[src/rtl/cordic_phase_gen.sv]
// Phase accumulator (NCO / linear chirp) feeding the angle input of the CORDIC stage.
// Optional angle dither, enabled by defining CORDIC_PHASE_DITHER_EN.
module cordic_phase_gen #(
    parameter int BITS        = 16,
    parameter int LAT         = 2,
    parameter int CNT_W       = 16,
    parameter int DITHER_BITS = 2
) (
    input  logic                   clk,
    input  logic                   rst_n,
    input  logic                   cfg_valid,
    output logic                   cfg_ready,
    input  logic signed [BITS:0]   cfg_phase0,
    input  logic signed [BITS:0]   cfg_ftw,
    input  logic signed [BITS:0]   cfg_dftw,
    input  logic [CNT_W-1:0]       cfg_nsteps,
    input  logic                   run_en,
    input  logic                   stop,
    output logic signed [BITS:0]   angle,
    output logic                   angle_valid,
    output logic                   sample_valid,
    output logic                   busy,
    output logic                   done
);

    localparam int SW = BITS + 3;
    localparam logic signed [SW-1:0] PI     = SW'(51472);
    localparam logic signed [SW-1:0] TWO_PI = SW'(102944);

    typedef enum logic {
        S_IDLE = 1'b0,
        S_RUN  = 1'b1
    } state_t;

    function automatic logic signed [SW-1:0] ext(input logic signed [BITS:0] x);
        return {{2{x[BITS]}}, x};
    endfunction

    function automatic logic signed [BITS:0] sat_f(input logic signed [SW-1:0] x);
        logic signed [SW-1:0] y;
        if (x > PI)
            y = PI;
        else if (x < -PI)
            y = -PI;
        else
            y = x;
        return y[BITS:0];
    endfunction

    // Exactly +/-PI is a legal angle and passes through untouched.
    function automatic logic signed [BITS:0] wrap_f(input logic signed [SW-1:0] x);
        logic signed [SW-1:0] y;
        if (x > PI)
            y = x - TWO_PI;
        else if (x < -PI)
            y = x + TWO_PI;
        else
            y = x;
        return y[BITS:0];
    endfunction

    state_t                 r_state;
    logic signed [BITS:0]   r_acc;
    logic signed [BITS:0]   r_ftw;
    logic signed [BITS:0]   r_dftw;
    logic [CNT_W-1:0]       r_cnt;
    logic                   r_done;
    logic [LAT-1:0]         r_sv;

    logic                   w_run;
    logic signed [BITS:0]   w_acc_next;
    logic signed [BITS:0]   w_ftw_next;
    logic signed [BITS:0]   w_phase0_sat;
    logic signed [BITS:0]   w_ftw_load_sat;

    assign w_run          = (r_state == S_RUN);
    assign w_acc_next     = wrap_f(ext(r_acc) + ext(r_ftw));
    assign w_ftw_next     = sat_f(ext(r_ftw) + ext(r_dftw));
    assign w_phase0_sat   = sat_f(ext(cfg_phase0));
    assign w_ftw_load_sat = sat_f(ext(cfg_ftw));

    assign busy         = w_run;
    assign cfg_ready    = ~w_run;
    assign angle_valid  = w_run & run_en;
    assign done         = r_done;
    assign sample_valid = r_sv[LAT-1];

    // acc is not advanced on the final sample or on stop, so it doubles as
    // the held angle while idle.
    always_ff @(posedge clk or negedge rst_n) begin
        if (!rst_n) begin
            r_state <= S_IDLE;
            r_acc   <= '0;
            r_ftw   <= '0;
            r_dftw  <= '0;
            r_cnt   <= '0;
            r_done  <= 1'b0;
        end else begin
            r_done <= 1'b0;
            case (r_state)
                S_IDLE: begin
                    if (cfg_valid) begin
                        r_acc   <= w_phase0_sat;
                        r_ftw   <= w_ftw_load_sat;
                        r_dftw  <= cfg_dftw;
                        r_cnt   <= cfg_nsteps;
                        r_state <= S_RUN;
                    end
                end
                S_RUN: begin
                    if (stop) begin
                        r_state <= S_IDLE;
                    end else if (run_en) begin
                        r_ftw <= w_ftw_next;
                        if (r_cnt == CNT_W'(1)) begin
                            r_cnt   <= '0;
                            r_state <= S_IDLE;
                            r_done  <= 1'b1;
                        end else begin
                            r_acc <= w_acc_next;
                            if (r_cnt != '0)
                                r_cnt <= r_cnt - CNT_W'(1);
                        end
                    end
                end
                default: r_state <= S_IDLE;
            endcase
        end
    end

    // Not flushed by stop: samples already inside the CORDIC still complete.
    always_ff @(posedge clk or negedge rst_n) begin
        if (!rst_n) begin
            r_sv <= '0;
        end else begin
            r_sv[0] <= angle_valid;
            for (int i = 1; i < LAT; i++)
                r_sv[i] <= r_sv[i-1];
        end
    end

    if (DITHER_BITS < 1 || DITHER_BITS > 16) begin : g_dither_bits_range
        $error("DITHER_BITS must be within 1..16");
    end

`ifdef CORDIC_PHASE_DITHER_EN
    logic [15:0] r_lfsr;

    always_ff @(posedge clk or negedge rst_n) begin
        if (!rst_n)
            r_lfsr <= 16'hACE1;
        else if (angle_valid)
            r_lfsr <= {r_lfsr[14:0], r_lfsr[15] ^ r_lfsr[13] ^ r_lfsr[12] ^ r_lfsr[10]};
    end

    assign angle = wrap_f(ext(r_acc) + $signed({{(SW-DITHER_BITS){1'b0}}, r_lfsr[DITHER_BITS-1:0]}));
`else
    assign angle = r_acc;
`endif

endmodule

[config.mk]
export PLATFORM = sky130hd
export DESIGN_NAME = cordic_phase_gen
export DESIGN_NICKNAME = d
export VERILOG_FILES = /design/src/rtl/cordic_phase_gen.sv
export SDC_FILE = /design/constraint.sdc
export NUM_CORES = 1
export LEC_CHECK = 0
export CAP_MARGIN = 5
export CORE_UTILIZATION = 45
export CTS_CLUSTER_SIZE = 24
export DETAILED_ROUTE_END_ITERATION = 7
export PLACE_DENSITY = 0.77
export SLEW_MARGIN = 30
export SYNTH_ARGS = -nofsm -noshare
export SYNTH_HDL_FRONTEND = slang
export SYNTH_SLANG_ARGS = --single-unit
export TNS_END_PERCENT = 5
[constraint.sdc]
create_clock -name clk -period 4.3 [get_ports clk]
set_clock_uncertainty 0.2 [all_clocks]
set_input_delay 0.645 -clock clk [delete_from_list [all_inputs] [get_ports clk]]
set_output_delay 0.645 -clock clk [all_outputs]
set_load 0.03 [all_outputs]
==> qor.yml, run 1 <==
run_status: "finished clean"
path_buf_inv: 0
clock-sinks: 71
antenna_found_initial: 0
grt_max_degree: 72
synth.avg_cell_area_sq_um: 8.26
crit_chain: "ha_1, fa_1, a211oi_1, o21a_1, o311ai_2, and2_1, a311o_1, o2111ai_1, a41o_1, o21ai_0, a211o_1, nand3_1"
cpPeakStageDelay_ns: 0.55
hp-class: "in2async"
n_antenna_cell: 0
final_nets: 972
cts_buffer_depth: 2
synth_edf_count: 0
async_reset_ff_share_pct: 100
rows: 43
syn_inst: 773
synth.distinct_cells: 87
clk_pin_slew_ns: 0.06
ctsHtreeMaxLevel: 3
pin_count: 94
worstSkewPairLatency_ns: 0.35
die_h_um: 121
rsz0062_at_grt: "false"
max-cap-violations: 0
cp_max_fo: 12
core_area_sq_um: 13900
synthToLayoutAreaGrowth_pct: 22.4
synth_commonest_cells: "nand2_1, dfrtp_1, nor2_1, a21oi_1, o21ai_0"
synth_largest_area_cell: "dfrtp_1"
endpoint_kind: "flip-flop"
synth_top_area_share_pct: 27.8
seq_area_frac_synth_pct: 27.8
grt_usage_pct: 26.7
drt_pre_antenna_iters: 5
synth_ff_type: "dfrtp_1"
cp.required_ns: 4.39
cts_made_buffers: 9
start_kind: "flip-flop"
drc: 0
report.final.slew_viol_count: 0
crit_arrival_ns: 4.03
path_class: "reg2reg"
ys_ff_latch: 71
overflow: 0
vias: 6395
maxClockFrequency_mhz: 253
die_x_um: 121
fillers: 1316
wl_um: 18800
cts_root_buf: "clkbuf_16"
ys.warnings.count: 0
syn_area_sq_um: 6380
hold_violations: 0
postRouteAntennaNets: 0
synth_top_cells_by_area: "dfrtp_1, ha_1, nand2_1, a21oi_1, o21ai_0"
period_needed_ns: 3.95
period_share_pct: 91.8
critPathTopFamily: "compound AO/OA/AOI/OAI gates"
cts_tree: "yes"
tightest_slew_ns: 0.837
layout-drive-gt1-share_pct: 8.35
start_util_pct: 46.0
detail_route.wl_per_cell_um: 18.1
yosysMostFrequentCell: "nand2_1"
die-area_sq_um: 14700
whs_ns: 0.0895
gp_congestion: 0.917
syn-num-nets: 887
drt_iter0_drc: 650
setup_viol: 0
hpwl_um: 14100
first_global_vias: 6057
vias_per_cell: 6.14
grt_pass1_wl_um: 30500
tns_ns: 0
io_buffers: 93
cpMaxStageDelayCell: "a41o_1"
relSlewSlack_pct: 43.7
cell usage in the layout, fill, tap and decap left out, types with 14 or more instances in the layout:
cell	netlist	final
nor2_1	56	56
xnor2_1	17	17
a211oi_1	14	14
xor2_1	15	15
nand2_1	103	103
a21oi_1	53	53
nand3_1	21	21
clkdlybuf4s50_1	0	92
dfrtp_1	71	71
nor3_1	32	32
buf_4	1	15
inv_1	24	24
o21ai_0	48	48
ha_1	40	40
layer usage:
layer	track usage (%)	vias up	share of wire (%)	wire (um)
met1	36.8	3004	45	8430
li1	-	3100	-	-
met2	41.2	260	45	8500
met5	0	-	0	0
met4	10.1	0	2.3	427
met3	5.03	31	7.8	1470
state kept, by name (all words and copies together), names as in the netlist:
name and count:
r_cnt 16, r_ftw 17, done 1, angle 17
r_sv 2, r_dftw 17, busy 1
metrics by stage:
step                cells  instance area [sq um]  setup WS (ns)  utilization (%)
floorplan             773                   6380          0.621                -
finish               1042                   7810          0.355             56.3
CTS                  1042                   7800          0.234             56.2
global placement     1027                   7500          0.290             54.0
detailed placement   1027                   7500          0.252             54.0
global route         1042                   7810          0.108             56.3
layout make-up:
cell class,instances,area [sq um],area share [%]
inverter,24,90.1,1.15
multi-input combinational,644,4380,56.0
sequential,71,1780,22.7
timing repair buffer,108,1040,13.4
clock inverter,3,42.5,0.545
tap,180,225,2.88
clock buffer,12,256,3.28
final timing paths:
path | slack [ns] | cells after the start | from | endpoint
worst max-delay path | 0.35 | 12 | r_ftw[0] | angle[12]
worst min-delay path | 0.09 | 1 | rst_n | angle[13]
worst max register to register | 0.35 | 12 | r_ftw[0] | angle[12]
worst min register to register | 0.15 | 0 | r_sv[0] | r_sv[1]
max in group asynchronous | 3.30 | 1 | rst_n | r_dftw[3]
min in group clk | 0.15 | 0 | r_sv[0] | r_sv[1]
repair_timing:
action,CTS,global route
hold buffers,0,0
endpoints found under the hold margin,0,0
setup endpoints to repair,0,7
buffers inserted,0,0
resized for setup,0,1
kinds of logic after synthesis:
family                   share of synthesized area [%]
AO/OA/AOI/OAI                                     32.7
XOR/XNOR                                          5.33
adder cells (fa/ha/maj)                           8.78
buffers and inverters                             3.78
flip-flops                                        27.8
multiplexers                                     0.705
AND/OR/NAND/NOR                                   20.8
Power of run 1 is not shown: default switching activity piles up to over one toggle a cycle in this logic, so the estimate is an artifact.
==> run 2, diff against run 1 <==
- CORE_ASPECT_RATIO: not set -> 1.25
==> run 2 against run 1 <==
  * Final cell count fell by 0.48%
  * Die area about the same
  * Sequential cell count unchanged
  * Via count fell by 0.81%
  * Non-clock buffer count is 1 higher
  * Design area is 0.70% lower
  * Core utilization shrank 0.12 points
  * Register-to-register slack worse by 0.15 ns
  * Global-route usage decreased by 1.5 points
  * Largest cell class unchanged
==> qor.yml, run 2 (synthesis gave the netlist of run 1 again) <==
die_h_um: 135  # was 121 um
start_kind: "flip-flop"  # unchanged
start_util_pct: 46.2  # was 46.0%
final_cell_mix: "nand2_1, clkdlybuf4s50_1, dfrtp_1, nor2_1, a21oi_1"  # unchanged
endpoint_kind: "flip-flop"  # unchanged
drc: 0  # unchanged
fillers: 1323  # was 1316
regArea_sq_um: 1780  # unchanged
crit_arrival_ns: 4.11  # was 4.03 ns
io_buffers: 93  # unchanged
r2r_end: "angle[15]"  # was angle[12]
clock-sinks: 71  # unchanged
relSlewSlack_pct: 46.3  # was 43.7%
die_x_um: 109  # was 121 um
report.final.slew_viol_count: 0  # unchanged
overflow: 0  # unchanged
tightest_slew_ns: 0.798  # was 0.837 ns
postRouteAntennaNets: 0  # unchanged
max-cap-violations: 0  # unchanged
cts_made_buffers: 9  # unchanged
cts_hold_buf: 1  # was 0
wl_um: 17700  # was 18800 um
vias: 6343  # was 6395
final_common_cell: "nand2_1"  # unchanged
r2r-start: "angle[0]"  # was r_ftw[0]
clk_pin_slew_ns: 0.06  # about the same
die-area_sq_um: 14700  # about the same
final_nets: 973  # was 972
detail_route.wl_per_cell_um: 17.1  # was 18.1 um
maxClockFrequency_mhz: 244  # was 253 MHz
period_share_pct: 95.3  # was 91.8%
min-delay-start: "r_sv[0]"
cts_buffer_depth: 2  # unchanged
run_status: "finished clean"  # unchanged
multi_input_area_sq_um: 4380  # unchanged
period_needed_ns: 4.10  # was 3.95 ns
hold_violations: 0  # unchanged
r2r_slack_ns: 0.20  # was 0.35 ns
cp.required_ns: 4.31  # was 4.39 ns
cts-resized-gates: 0  # unchanged
rsz0062_at_grt: "false"  # unchanged
worstSkewPairLatency_ns: 0.34  # was 0.35 ns
path_class: "reg2reg"  # unchanged
first_global_vias: 5993  # was 6057
r2r_cells: 12  # unchanged
layout-drive-gt1-share_pct: 8.00  # was 8.35%
cp_max_fo: 14  # was 12
ctsHtreeMaxLevel: 3  # unchanged
rows: 48  # was 43
drt_iter0_drc: 313  # was 650
vias_per_cell: 6.12  # was 6.14
hp-class: "reg2reg"  # was in2async
tns_ns: 0  # unchanged
setup_viol: 0  # unchanged
cts_post_setup_buffers_inserted: 0  # unchanged
core_area_sq_um: 13800  # was 13900 sq um
cts_root_buf: "clkbuf_16"  # unchanged
min_to: "r_sv[1]"
n_antenna_cell: 0  # unchanged
pin_count: 94  # unchanged
hpwl_um: 13800  # was 14100 um
grt_usage_pct: 25.2  # was 26.7%
grt_pass1_wl_um: 29200  # was 30500 um
synthToLayoutAreaGrowth_pct: 21.5  # was 22.4%
grt_max_degree: 40  # was 72
drt_pre_antenna_iters: 5  # unchanged
hold_path_depth: 0
gp_congestion: 0.919  # was 0.917
cts_tree: "yes"  # unchanged
antenna_found_initial: 0  # unchanged
-- run 2: changes by cell type in the layout (fill, tap and decap cells not counted), sizes merged --
cell / before / now
clkinv: 1 / 2
clkinvlp: 1 / 0
bufinv: 1 / 0
dlygate4sd3: 0 / 1
-- run 2: layer usage --
metal  vias up  global-route usage [%]  routed length [um]
met5         -                       0                   0
met4         0                    9.16                 411
met3        32                    2.50                 698
met2       172                    44.5                8920
met1      3025                    31.4                7710
li1       3114                       -                   -
-- run 2: worst max-delay path by stage --
stage	to	from	slack, ns
after floorplan	angle[15]	angle[0]	0.62
after global placement	angle[13]	angle[0]	0.29
after detailed placement	angle[13]	angle[0]	0.20
after CTS	angle[13]	angle[0]	0.16
after global routing	angle[15]	angle[0]	0.007
final	angle[15]	angle[0]	0.20
-- run 2: critical path: stages (launching register included) --
cell      delay [ns]
dfrtp_1         0.39
ha_1            0.24
fa_1            0.45
a211oi_1        0.43
o211ai_1        0.22
nand2_1         0.15
xor2_1          0.34
a31oi_1         0.12
o31ai_4         0.29
a211oi_4        0.20
or4b_4          0.54
a221oi_2        0.32
nor3_2          0.08
-- run 2: stage by stage --
step	instance area, sq um	instances	worst slack [ns]	hold WS (ns)	util, %
floorplan	6380	773	0.621	0.131	-
detailed placement	7490	1022	0.199	0.139	54.2
finish	7760	1037	0.203	0.148	56.2
global placement	7490	1022	0.290	0.134	54.2
CTS	7750	1037	0.159	0.151	56.1
global route	7760	1037	0.00741	0.152	56.2
-- run 2: final cells by class --
cell class	count	share of cell area, %
repair buffers	109	13.5
flip-flops and latches	71	22.9
multi-input cells	644	56.4
clock buffers	12	3.05
clock inverters	2	0.129
inverters	24	1.16
well taps	175	2.82
Power of run 2 is left out for the same reason.
